## src/rtl/task_injector_rx.sv

```systemverilog
// Receive framer for the task injector: splits NoC packets into a validated header,
// which is presented through a valid/ready handshake, and a pass-through payload stream.
module task_injector_rx #(
    parameter int HEADER_SIZE = 13
) (
    input  logic                      clk_i,
    input  logic                      rst_i,
    input  logic                      flit_valid_i,
    output logic                      flit_ready_o,
    input  logic [31:0]               flit_i,
    output logic                      hdr_valid_o,
    input  logic                      hdr_ready_i,
    output logic [HEADER_SIZE*32-1:0] header_o,
    output logic [31:0]               service_o,
    output logic [31:0]               payload_len_o,
    output logic                      payload_valid_o,
    input  logic                      payload_ready_i,
    output logic [31:0]               payload_o,
    output logic                      err_o,
    output logic [1:0]                err_code_o
);

    localparam int IDX_W = $clog2(HEADER_SIZE + 1);

    typedef enum logic [2:0] {
        S_TARGET,
        S_SIZE,
        S_HEADER,
        S_HDR_OUT,
        S_PAYLOAD,
        S_DRAIN
    } state_e;

    state_e                    state_q, state_d;
    logic [31:0]               rem_q, rem_d;
    logic [IDX_W-1:0]          idx_q, idx_d;
    logic [HEADER_SIZE*32-1:0] header_q, header_d;
    logic [31:0]               len_q, len_d;
    logic                      err_q, err_d;
    logic [1:0]                code_q, code_d;
    logic                      flit_ready_s;
    logic                      flit_hs_s;
    logic                      last_hdr_s;
    logic [31:0]               svc_s;
    logic [31:0]               rem_dec_s;

    function automatic logic is_supported(input logic [31:0] svc);
        case (svc)
            32'h0000_0000, 32'h0000_0001, 32'h0000_0010, 32'h0000_0026,
            32'h0000_0031, 32'h0000_0034, 32'h0000_0040: is_supported = 1'b1;
            default:                                     is_supported = 1'b0;
        endcase
    endfunction

    // Inbound ready: the header wait blocks the link, payload follows the sink.
    always_comb begin
        flit_ready_s = 1'b0;
        case (state_q)
            S_TARGET:  flit_ready_s = 1'b1;
            S_SIZE:    flit_ready_s = 1'b1;
            S_HEADER:  flit_ready_s = 1'b1;
            S_HDR_OUT: flit_ready_s = 1'b0;
            S_PAYLOAD: flit_ready_s = payload_ready_i;
            S_DRAIN:   flit_ready_s = 1'b1;
            default:   flit_ready_s = 1'b0;
        endcase
    end

    assign flit_hs_s  = flit_valid_i & flit_ready_s;
    assign last_hdr_s = (idx_q == IDX_W'(HEADER_SIZE - 1));
    assign rem_dec_s  = rem_q - 32'd1;
    // Word 0 may still be on the wire when the header is a single word.
    assign svc_s      = (idx_q == IDX_W'(0)) ? flit_i : header_q[31:0];

    // Next-state, counters, header capture and discard reporting.
    always_comb begin
        state_d  = state_q;
        rem_d    = rem_q;
        idx_d    = idx_q;
        header_d = header_q;
        len_d    = len_q;
        err_d    = 1'b0;
        code_d   = code_q;
        case (state_q)
            S_TARGET: begin
                if (flit_hs_s) begin
                    state_d = S_SIZE;
                end else begin
                    state_d = state_q;
                end
            end
            S_SIZE: begin
                if (flit_hs_s) begin
                    rem_d = flit_i;
                    if (flit_i == 32'd0) begin
                        err_d   = 1'b1;
                        code_d  = 2'd1;
                        state_d = S_TARGET;
                    end else if (flit_i < 32'(HEADER_SIZE)) begin
                        code_d  = 2'd1;
                        state_d = S_DRAIN;
                    end else begin
                        idx_d   = IDX_W'(0);
                        state_d = S_HEADER;
                    end
                end else begin
                    state_d = state_q;
                end
            end
            S_HEADER: begin
                if (flit_hs_s) begin
                    for (int k = 0; k < HEADER_SIZE; k++) begin
                        if (idx_q == IDX_W'(k)) begin
                            header_d[k*32 +: 32] = flit_i;
                        end else begin
                            header_d[k*32 +: 32] = header_q[k*32 +: 32];
                        end
                    end
                    idx_d = idx_q + IDX_W'(1);
                    rem_d = rem_dec_s;
                    if (last_hdr_s) begin
                        if (!is_supported(svc_s)) begin
                            code_d = 2'd2;
                            if (rem_dec_s != 32'd0) begin
                                state_d = S_DRAIN;
                            end else begin
                                err_d   = 1'b1;
                                state_d = S_TARGET;
                            end
                        end else begin
                            len_d   = rem_dec_s;
                            state_d = S_HDR_OUT;
                        end
                    end else begin
                        state_d = state_q;
                    end
                end else begin
                    state_d = state_q;
                end
            end
            S_HDR_OUT: begin
                if (hdr_ready_i) begin
                    state_d = (rem_q != 32'd0) ? S_PAYLOAD : S_TARGET;
                end else begin
                    state_d = state_q;
                end
            end
            S_PAYLOAD: begin
                if (flit_hs_s) begin
                    rem_d   = rem_dec_s;
                    state_d = (rem_q == 32'd1) ? S_TARGET : S_PAYLOAD;
                end else begin
                    state_d = state_q;
                end
            end
            S_DRAIN: begin
                if (flit_hs_s) begin
                    rem_d = rem_dec_s;
                    if (rem_q == 32'd1) begin
                        err_d   = 1'b1;
                        state_d = S_TARGET;
                    end else begin
                        state_d = state_q;
                    end
                end else begin
                    state_d = state_q;
                end
            end
            default: begin
                state_d = S_TARGET;
            end
        endcase
    end

    // State and datapath registers.
    always_ff @(posedge clk_i or posedge rst_i) begin
        if (rst_i) begin
            state_q  <= S_TARGET;
            rem_q    <= 32'd0;
            idx_q    <= IDX_W'(0);
            header_q <= '0;
            len_q    <= 32'd0;
            err_q    <= 1'b0;
            code_q   <= 2'd0;
        end else begin
            state_q  <= state_d;
            rem_q    <= rem_d;
            idx_q    <= idx_d;
            header_q <= header_d;
            len_q    <= len_d;
            err_q    <= err_d;
            code_q   <= code_d;
        end
    end

    assign flit_ready_o    = flit_ready_s;
    assign hdr_valid_o     = (state_q == S_HDR_OUT);
    assign header_o        = header_q;
    assign service_o       = header_q[31:0];
    assign payload_len_o   = len_q;
    assign payload_valid_o = (state_q == S_PAYLOAD) & flit_valid_i;
    assign payload_o       = (state_q == S_PAYLOAD) ? flit_i : 32'd0;
    assign err_o           = err_q;
    assign err_code_o      = code_q;

endmodule
```

## config.mk

```make
export PLATFORM = sky130hd
export DESIGN_NAME = task_injector_rx
export DESIGN_NICKNAME = d
export VERILOG_FILES = /design/src/rtl/task_injector_rx.sv
export SDC_FILE = /design/constraint.sdc
export NUM_CORES = 1
export LEC_CHECK = 0
export CAP_MARGIN = 25
export CORE_MARGIN = 2
export CORE_UTILIZATION = 44
export CTS_CLUSTER_SIZE = 16
export DETAILED_ROUTE_END_ITERATION = 10
export HOLD_SLACK_MARGIN = 0.12
export PLACE_DENSITY = 0.77
export SETUP_SLACK_MARGIN = 0.15
export SYNTH_ARGS = -nofsm -noshare
export SYNTH_HDL_FRONTEND = slang
export SYNTH_SLANG_ARGS = --single-unit
```

## constraint.sdc

```tcl
create_clock -name clk_i -period 16 [get_ports clk_i]
set_input_delay 1.6 -clock clk_i [delete_from_list [all_inputs] [get_ports clk_i]]
set_output_delay 1.6 -clock clk_i [all_outputs]
set_load 0.05 [all_outputs]
```

==> reports/qor.txt <==
===============================================================================================
Initial DRT Pass Iterations ......................................................            8
CTS tree .........................................................................          yes
Layout cell share with drive strength beyond 1 ...................................        28.2%
Violations in the final reports ..................................................          DRC
Number of synthesized flops with an enable pin ...................................            0
Effective utilization at floorplan ...............................................        44.6%
Antenna violation net count after detailed routing ...............................            0
Setup fix buffers added after clock tree synthesis ...............................            0
Io pins ..........................................................................          555
Crit path max-delay family ....................................................... buffers and inverters
Post-synth net total .............................................................         1596
Total routing usage reported by global routing ...................................        28.5%
Die width ........................................................................       221 um
Maximum clock path buffer count ..................................................            3
Inserted Clock Buffers ...........................................................           51
Sequential power share ...........................................................        37.0%
Largest stage delay, worst path ..................................................      1.01 ns
Number of levels in the clock H-tree .............................................            2
Area share of and/or/nand/nor cells after synthesis ..............................        7.15%
Post-Synthesis Mean Instance Area ................................................    13.4 um^2
Setup TNS ........................................................................         0 ns
Leakage dissipation ..............................................................      13.3 nW
Post-route clock skew ............................................................    0.0289 ns
Die extent in y ..................................................................       221 um
Outcome .......................................................................... finished with violations
Hold Path Class ..................................................................      reg2reg
Half-perimeter wire length after detailed placement ..............................     47900 um
Number of maximum-capacitance violations .........................................            0
Buffers & Inverters on Critical Path .............................................            2
Most frequent CP cell ............................................................ sky130_fd_sc_hd__clkdlybuf4s50_1
Average wire per cell in the routed design .......................................      26.0 um
Number of cells traversed by the worst hold path .................................            1
Path depth of the worst reg2reg path .............................................            7
Fin crit share ...................................................................        32.9%
Peak ir drop on the vdd network ..................................................     0.137 mV
Vias in the first global route ...................................................        15700
Critical Path Fanout Max .........................................................           16
Count of cells resized by post-cts repair ........................................            0
Wire length of the first global-routing pass .....................................    105000 um
Fraction of the mapped netlist area in adder cells ...............................       0.421%
Count of nets after finishing ....................................................         2096
Pin count of the biggest net entering global routing .............................          177
Aggregate global routing overflow ................................................            0
XOR/XNOR Fraction of Synth Area ..................................................        1.14%
CP Data Arrival Time .............................................................      3.66 ns
Relative slew margins ............................................................        31.6%
Timing-limited maximum frequency .................................................      190 MHz
Setup repair after global routing missed its margin ..............................        false
Fraction of power spent switching nets ...........................................        40.4%
Post-synth ARST share ............................................................         100%
Floorplan core area ..............................................................  0.0467 mm^2
Clock input transition at the sequential cells of the worst setup and hold paths .      0.06 ns
Instance count on the critical path ..............................................            3
Count of routing violations after the opening detailed-route iteration ...........         1047
Sequential area share after synthesis ............................................        59.0%
Hold Fails Final Rpt .............................................................            0
Worst hold-check slack ...........................................................     0.488 ns
Clock latency on the worst-skew pair .............................................      0.60 ns
Critical path's slowest cell ..................................................... sky130_fd_sc_hd__clkdlybuf4s50_1
Global placement routability congestion ..........................................        0.877
Number of cells produced by synthesis ............................................         1552
CP cell instances ................................................................ clkdlybuf4s50_1 -> and2_1 -> clkdlybuf4s50_1
Cell at the root of the clock tree ............................................... sky130_fd_sc_hd__clkbuf_16
Number of antenna violations at the first check in global routing ................            2
Tightest Pin Transition ..........................................................      1.02 ns
Switching power total ............................................................    0.00176 W
Port Buf Inserts .................................................................          554
Power density cells ..............................................................  153 mW/mm^2
Critical path capture point type ................................................. primary output
Total number of vias .............................................................        14900
Sort of element at the start of the critical path ................................   input port
Category of the most critical setup path .........................................       in2out
Cell variety after synth .........................................................           67
Total of flip-flops plus latches after synthesis .................................          490
Data required, critical path .....................................................     14.40 ns
Share of power burned in the clock network .......................................        26.9%
Hold bufs inserted after CTS .....................................................            0
Internal power component .........................................................    0.00260 W
Share of cell area taken by muxes after synthesis ................................        24.5%
Overall die area .................................................................  0.0490 mm^2
Synth warnings ...................................................................            0
Most frequently used flop master after synthesis ................................. sky130_fd_sc_hd__dfrtp_1
Count of pins over their slew limit ..............................................            0
Main combinational cell family by area after synthesis ........................... multiplexers
Post-synthesis compound-gate area fraction .......................................        4.07%
Number of failing setup endpoints in the final timing report .....................            0
Routed vias/inst .................................................................         5.52
Post-detailed-route DRC marker count .............................................           34
Routed wire length ...............................................................     70200 um
Comb power frac ..................................................................        36.1%
Final critical-path required period ..............................................      5.26 ns
Area of the mapped netlist .......................................................  0.0208 mm^2
Number of rows in the core area ..................................................           79
P&R area growth vs syn ...........................................................        37.6%
Total number of clock tree sinks .................................................          490
===============================================================================================
==> area by class of cell <==
class / instances / area (um^2)
Tap cell: 607 / 759
Multi-Input combinational cell: 895 / 7810
Clock buffer: 67 / 1410
Antenna cell: 2 / 5.00
Sequential cell: 490 / 12300
Fill cell: 3647 / 18000
Timing Repair Buffer: 598 / 6080
Clock inverter: 23 / 223
Inverter: 16 / 67.6
==> logic make-up (layout without fill, tap and decap cells) <==
family | count (synthesis) | after routing
compound gates | 141 | 141
xor+xnor | 27 | 27
fa+ha+maj | 7 | 7
buf+inv | 167 | 704
flops | 490 | 490
mux | 453 | 453
other cells | 0 | 2
simple gates | 267 | 267
==> synth_stat cells (4+ instances only) <==
library cell	number	share of area, %
sky130_fd_sc_hd__nor2_1	42	0.76
sky130_fd_sc_hd__a211oi_1	4	0.14
sky130_fd_sc_hd__nor3_1	30	0.72
sky130_fd_sc_hd__xnor2_1	11	0.46
sky130_fd_sc_hd__nand4_1	10	0.30
sky130_fd_sc_hd__buf_1	26	0.47
sky130_fd_sc_hd__a21oi_1	42	1.0
sky130_fd_sc_hd__and3_1	4	0.12
sky130_fd_sc_hd__mux2_2	429	23
sky130_fd_sc_hd__mux2_1	15	0.81
sky130_fd_sc_hd__o22ai_1	10	0.30
sky130_fd_sc_hd__nand2_1	63	1.1
sky130_fd_sc_hd__nand3_1	19	0.46
sky130_fd_sc_hd__buf_4	33	1.2
sky130_fd_sc_hd__mux2i_1	9	0.43
sky130_fd_sc_hd__xor2_1	16	0.67
sky130_fd_sc_hd__o21ai_0	51	1.2
sky130_fd_sc_hd__buf_2	24	0.58
sky130_fd_sc_hd__nor4_1	19	0.57
sky130_fd_sc_hd__or4_1	5	0.18
sky130_fd_sc_hd__and2_1	38	1.1
sky130_fd_sc_hd__inv_1	16	0.29
sky130_fd_sc_hd__a22oi_1	4	0.14
sky130_fd_sc_hd__dfrtp_1	490	59
sky130_fd_sc_hd__or3_1	9	0.27
sky130_fd_sc_hd__ha_1	7	0.42
sky130_fd_sc_hd__clkbuf_1	66	1.2
==> routing by layer <==
metal / track usage (%) / wire, um / part of all wire (%)
met5: 0 / 0 / 0
met4: 10.7 / 2570 / 3.7
met3: 8.03 / 5400 / 7.7
met2: 47.3 / 34100 / 49
met1: 35.7 / 28200 / 40
==> final timing paths <==
path	startpoint	endpoint	slack [ns]
worst max-delay path	flit_i[26]	payload_o[26]	10.74
worst min-delay path	header_o[64]	header_o[64]	0.49
worst max register to register	state_q[0]	header_o[313]	12.49
worst min register to register	header_o[64]	header_o[64]	0.49
max in group asynchronous	rst_i	header_o[11]	12.30
min in group asynchronous	rst_i	header_o[391]	1.50
==> layout by cell type, fill, tap and decap left out, types with 5 or more instances in the layout <==
cell and count:
sky130_fd_sc_hd__o22ai_1 10, sky130_fd_sc_hd__and2_1 35, sky130_fd_sc_hd__clkbuf_16 51, sky130_fd_sc_hd__clkbuf_8 7, sky130_fd_sc_hd__a21oi_1 41, sky130_fd_sc_hd__dfrtp_1 490, sky130_fd_sc_hd__buf_4 31, sky130_fd_sc_hd__nand2_2 8
sky130_fd_sc_hd__or3_1 9, sky130_fd_sc_hd__clkdlybuf4s50_1 554, sky130_fd_sc_hd__inv_1 15, sky130_fd_sc_hd__ha_1 7, sky130_fd_sc_hd__buf_16 6, sky130_fd_sc_hd__xnor2_1 11, sky130_fd_sc_hd__or4_1 5, sky130_fd_sc_hd__clkinv_2 16
sky130_fd_sc_hd__xor2_1 16, sky130_fd_sc_hd__o21ai_0 51, sky130_fd_sc_hd__nor2_1 40, sky130_fd_sc_hd__clkbuf_1 9, sky130_fd_sc_hd__nand2_1 55, sky130_fd_sc_hd__buf_12 7, sky130_fd_sc_hd__nand4_1 10, sky130_fd_sc_hd__mux2_1 15
sky130_fd_sc_hd__mux2_2 429, sky130_fd_sc_hd__nor4_1 19, sky130_fd_sc_hd__nand3_1 18, sky130_fd_sc_hd__mux2i_1 9, sky130_fd_sc_hd__nor3_1 30
==> state kept, by name, summed over array words and instances, names as in the netlist <==
register	flops
header_o	416
err_o	1
err_code_o	2
rem_q	32
idx_q	4
state_q	3
payload_len_o	32
==> worst reg2reg max path: stages, from the launching register on <==
cell,delay [ns]
sky130_fd_sc_hd__dfrtp_1,0.53
sky130_fd_sc_hd__nor2_1,0.21
sky130_fd_sc_hd__inv_1,0.14
sky130_fd_sc_hd__nor2_2,0.46
sky130_fd_sc_hd__nand2_1,0.33
sky130_fd_sc_hd__nor3b_2,0.49
sky130_fd_sc_hd__nand2_2,0.67
sky130_fd_sc_hd__mux2_2,0.57
==> metrics by stage <==
| stage | util (%) | area (um^2) | total power, W | std cells | worst slack [ns] |
|---|---|---|---|---|---|
| 2_1_floorplan | - | 20800 | 0.00267 | 1552 | 0.724 |
| 3_3_place_gp | 57.2 | 26700 | 0.00315 | 2594 | 10.75 |
| 3_5_place_dp | 57.5 | 26800 | 0.00320 | 2599 | 10.73 |
| 4_1_cts | 61.0 | 28400 | 0.00438 | 2689 | 10.73 |
| 5_1_grt | 61.3 | 28600 | 0.00453 | 2696 | 10.65 |
| 6_report | 61.3 | 28600 | 0.00437 | 2698 | 10.74 |
==> power groups by stage <==
stage / Clock [W] / Sequential (W) / Combinational [W]
4_1_cts: 0.00119 / 0.00161 / 0.00158
3_3_place_gp: 0 / 0.00162 / 0.00154
6_report: 0.00117 / 0.00161 / 0.00158
5_1_grt: 0.00124 / 0.00163 / 0.00166
2_1_floorplan: 0 / 0.00194 / 0.000729
3_5_place_dp: 0 / 0.00163 / 0.00157
No activity file was read; power rests on OpenSTA's default activity.
==> RTL change 1, RTL diff (config.mk and constraints unchanged) <==
The 6 states of `state_e` get a one-hot encoding in 6 bits.
--- a/src/rtl/task_injector_rx.sv
+++ b/src/rtl/task_injector_rx.sv
@@ -24,9 +24,9 @@
 
-    typedef enum logic [2:0] {
-        S_TARGET,
-        S_SIZE,
-        S_HEADER,
-        S_HDR_OUT,
-        S_PAYLOAD,
-        S_DRAIN
+    typedef enum logic [5:0] {
+        S_TARGET  = 6'b000001,
+        S_SIZE    = 6'b000010,
+        S_HEADER  = 6'b000100,
+        S_HDR_OUT = 6'b001000,
+        S_PAYLOAD = 6'b010000,
+        S_DRAIN   = 6'b100000
     } state_e;
Function: same outputs for any inputs over 4 cycles, from zero or initial values and one cycle with rst_i high; so few cycles prove little.
==> RTL change 1 against the unedited design <==
  * Worst setup slack got worse by 110 ps
  * Sequential cell count rose by 3
  * Synthesized area rose by 0.38%
  * Total power fell by 4.7%
  * Critical path depth rose by 1
  * Wire length rose by 3.6%
  * Via count rose by 4.8%
  * Design area rose by 0.92%
  * Global-route usage rose by 0.76 points
==> RTL change 1: results (changes against the unedited design) <==
{| class="wikitable"
! Metric !! Value
|-
| Number of design-rule violations left by the first detailed-router iteration || 1065 (+1.7%)
|-
| Mapped Avg Cell Area || 12.87 um^2 (-3.9%)
|-
| Overall fraction of global-route tracks in use || 29.27% (+0.76 points)
|-
| Worst Setup Slack post-DPL || 10700 ps (-34.30 ps)
|-
| Largest net degree at the start of global routing || 183 (+3.4%)
|-
| Slew margin rel. || 20.11% (-11 points)
|-
| Detailed placement HPWL || 49760 um (+4.0%)
|-
| Area taken by multi-input logic gates || 7820 um^2 (+0.16%)
|-
| Critical path's largest stage delay || 830 ps (-180 ps)
|-
| Multiplexer fraction of the synthesized cell area || 22.41% (-2.1 points)
|-
| Adder-cell area share of the yosys netlist || 0.4195% (-0.0016 points)
|-
| Number of cells in the design after placement || 2674 (+2.9%)
|-
| Fraction of layout cells with a size suffix above 1 || 20.78% (-7.5 points)
|-
| Initial DRT Pass Iterations || 6 (-2)
|-
| Sequential share of cell area || 42.73% (-0.13 points)
|-
| Compound-Gate Fraction of Synth Area || 5.177% (+1.1 points)
|-
| Fillers || 3627 (-0.55%)
|-
| Final weighted congestion in routability-driven placement || 0.9183 (+4.7%)
|-
| Synth Register Bits || 493 (+0.61%)
|-
| Proportion of power drawn by flip-flops and latches || 37.7% (+0.7 points)
|-
| Global-route wire length before repair || 107500 um (+2.7%)
|-
| Power density cells || 144.0 nW/um^2 (-5.6%)
|-
| Arrival time worst endpoint || 3770 ps (+110 ps)
|-
| Total via count in the routed design || 15610 (+4.8%)
|-
| Number of ordinary inverters in the final layout || 19 (+3)
|-
| Status || complete, no violations
|-
| Post-Syn Nets || 1666 (+4.4%)
|-
| Share of the core filled with cells in the final layout || 61.90% (+0.57 points)
|-
| Logic power comb || 1.33 mW (-16%)
|-
| Placed instance area || 26940 um^2 (+0.49%)
|-
| Final routed wire length divided by cell count || 26.20 um (+0.62%)
|-
| Worst vdd ir || 87.22 uV (-36%)
|-
| Clock buffer count in the final layout || 70 (+4.5%)
|-
| Maximum fanout along the worst path || 11 (-5)
|-
| Proportion of final cell area spent on non-clock buffers || 21.03% (-0.23 points)
|}
RTL change 1: changes by cell type after synthesis, moves of 30 or more:
cell | before | now
and2_1 | 38 | 3
a21oi_1 | 42 | 76
and3_1 | 4 | 34
nor2_1 | 42 | 101
mux2_2 | 429 | 276
mux2_1 | 15 | 136
RTL change 1: worst paths after layout:
kind                       slack [ps]             to  cells after the start           from
setup / recovery                10630   payload_o[5]                      4      flit_i[5]
hold / removal                    490  header_o[340]                      1  header_o[340]
setup reg to reg                11800  header_o[354]                      9     state_q[4]
hold reg to reg                   490  header_o[340]                      1  header_o[340]
max in group asynchronous       11920     state_q[5]                      5          rst_i
min in group asynchronous        1440   header_o[70]                      2          rst_i
RTL change 1: metal layers:
metal | vias up | wire length, um | GRT usage [%] | share of wire, %
li1 | 6705 | - | - | -
met1 | 8100 | 29460 | 36.84 | 40
met2 | 656 | 34790 | 47.44 | 48
met3 | 139 | 6130 | 9.701 | 8.4
met4 | 6 | 2344 | 10.07 | 3.2
met5 | - | 80 | 0.6843 | 0.11
==> RTL change 2, RTL diff (config.mk and constraints unchanged) <==
Made on the original files. Change the parameter `HEADER_SIZE` from 13 to 12.
--- a/src/rtl/task_injector_rx.sv
+++ b/src/rtl/task_injector_rx.sv
@@ -3,3 +3,3 @@
 module task_injector_rx #(
-    parameter int HEADER_SIZE = 13
+    parameter int HEADER_SIZE = 12
 ) (
Ports: changed (resized header_o); port bits go from 555 to 523. No check against the original RTL was run, so the function may have changed too.
==> RTL change 2 against the unedited design <==
  * Critical path depth is the same
  * Synthesized area shrank 6.0%
  * Sequential cell count shrank 32
  * Worst setup slack gained 230 ps
  * Total power shrank 3.2%
  * Design area shrank 5.1%
  * Wire length shrank 5.0%
  * Sequential power shrank 6%
  * Highest routed layer unchanged
==> RTL change 2: results (changes against the unedited design) <==
{| class="wikitable"
! Metric !! Value
|-
| Met3 layer usage reported by global route || 7.289% (-0.74 points)
|-
| CTS buffer count || 48 (-5.9%)
|-
| Synth cell count leaders || dfrtp_1, mux2_2, clkbuf_1
|-
| Worst Setup Slack post-DPL || 10960 ps (+224.6 ps)
|-
| Leakage power total || 12.65 nW (-5.1%)
|-
| Placed instance area || 25250 um^2 (-5.8%)
|-
| Power density cells || 155.6 nW/um^2 (+2.0%)
|-
| Prevailing post-synth register cell || dfrtp_1
|-
| Worst Tran Pin Value || 1099 ps (+76.80 ps)
|-
| Fraction of layout cells with a size suffix above 1 || 28.73% (+0.49 points)
|-
| Met3 wirelength from detailed routing || 5224 um (-3.2%)
|-
| Status || complete, no violations
|-
| Post-synthesis cell type count || 61 (-9.0%)
|-
| Final weighted congestion in routability-driven placement || 0.8904 (+1.5%)
|-
| Vias in the first global route || 14920 (-5.2%)
|-
| Register-to-register path setup slack || 12440 ps (-50 ps)
|-
| Total via count in the routed design || 14360 (-3.6%)
|-
| Synth Cell Area || 19550 um^2 (-6.0%)
|-
| Final cell count without fillers || 2588 (-4.1%)
|-
| Number of flip-flops under the largest register name || 384 (-7.7%)
|-
| Critical register-to-register path startpoint || rem_q[0]
|-
| Synth Register Bits || 458 (-6.5%)
|-
| Hold slack || 502.2 ps (+14.50 ps)
|-
| Top cells by area in the synthesized netlist || dfrtp_1, mux2_2, clkbuf_1
|-
| Post-synthesis sequential area ratio || 58.63% (-0.32 points)
|-
| Comb_multi_in || 850 (-5.0%)
|-
| Global-route wire length before repair || 99350 um (-5.2%)
|-
| Number of I/O port buffers || 522 (-5.8%)
|-
| Number of nets in the finished design || 1997 (-4.7%)
|-
| Fillers || 3375 (-7.5%)
|-
| Diodes inserted || 5 (+3)
|-
| Global routing met1 resource utilization || 36.75% (+1.1 points)
|-
| Detailed placement HPWL || 44740 um (-6.5%)
|-
| Number of cells in the design after placement || 2488 (-4.3%)
|-
| Maximum fanout along the worst path || 2 (-14)
|-
| Met2 Routed Length || 31980 um (-6.2%)
|-
| Initial DRT Pass Iterations || 5 (-3)
|-
| Number of buffers other than clock buffers in the final layout || 573 (-4.2%)
|-
| Min cycle time layout || 5033 ps (-229.8 ps)
|-
| Overall fraction of global-route tracks in use || 28.70% (+0.18 points)
|-
| Critical path launch point || flit_i[27]
|-
| Routed length on met1 || 26930 um (-4.5%)
|-
| Layout Skew || 12.38 ps (-16.55 ps)
|-
| Sequential share of cell area || 42.20% (-0.65 points)
|-
| Arrival time worst endpoint || 3430 ps (-230 ps)
|-
| Instance count of the mapped netlist || 1472 (-5.2%)
|-
| Largest net degree at the start of global routing || 93 (-47%)
|-
| Number of ordinary inverters in the final layout || 23 (+7)
|-
| Multi-input combinational area share || 27.19% (-0.099 points)
|-
| Clock buffer count in the final layout || 69 (+3.0%)
|-
| Hold path start || header_o[228]
|-
| Proportion of final cell area spent on non-clock buffers || 21.22% (-0.039 points)
|-
| Worst vdd ir || 134.5 uV (-2.0%)
|-
| Final wirelength || 66700 um (-5.0%)
|-
| Number of design-rule violations left by the first detailed-router iteration || 902 (-14%)
|}
[RTL change 2: cell families after synthesis]
kind of cell	Yosys count	share of synthesized area [%]
flip-flops	458	58.63
multiplexers	423	24.28
AND/OR/NAND/NOR	268	7.553
buffers and inverters	164	3.892
AO/OA/AOI/OAI	127	4.090
XOR/XNOR	26	1.165
adder cells (fa/ha/maj)	6	0.3840
[RTL change 2: path summary, 6_finish.rpt]
check | end | cells past startpoint
max | payload_o[27] | 3
min | header_o[228] | 1
max reg2reg | state_q[0] | 9
min reg2reg | header_o[228] | 1
max in group asynchronous | header_o[241] | 4
min in group asynchronous | header_o[231] | 2
[RTL change 2: where the power goes]
| part | internal, mW | total, mW | switching, mW |
|---|---|---|---|
| sequential | 1.30 | 1.51 | 0.203 |
| combinational | 0.509 | 1.52 | 1.01 |
| clock | 0.728 | 1.20 | 0.476 |
[RTL change 2: critical path, stage by stage]
cell             delay (ps)
clkdlybuf4s50_1         810
and2_1                  210
clkdlybuf4s50_1         800
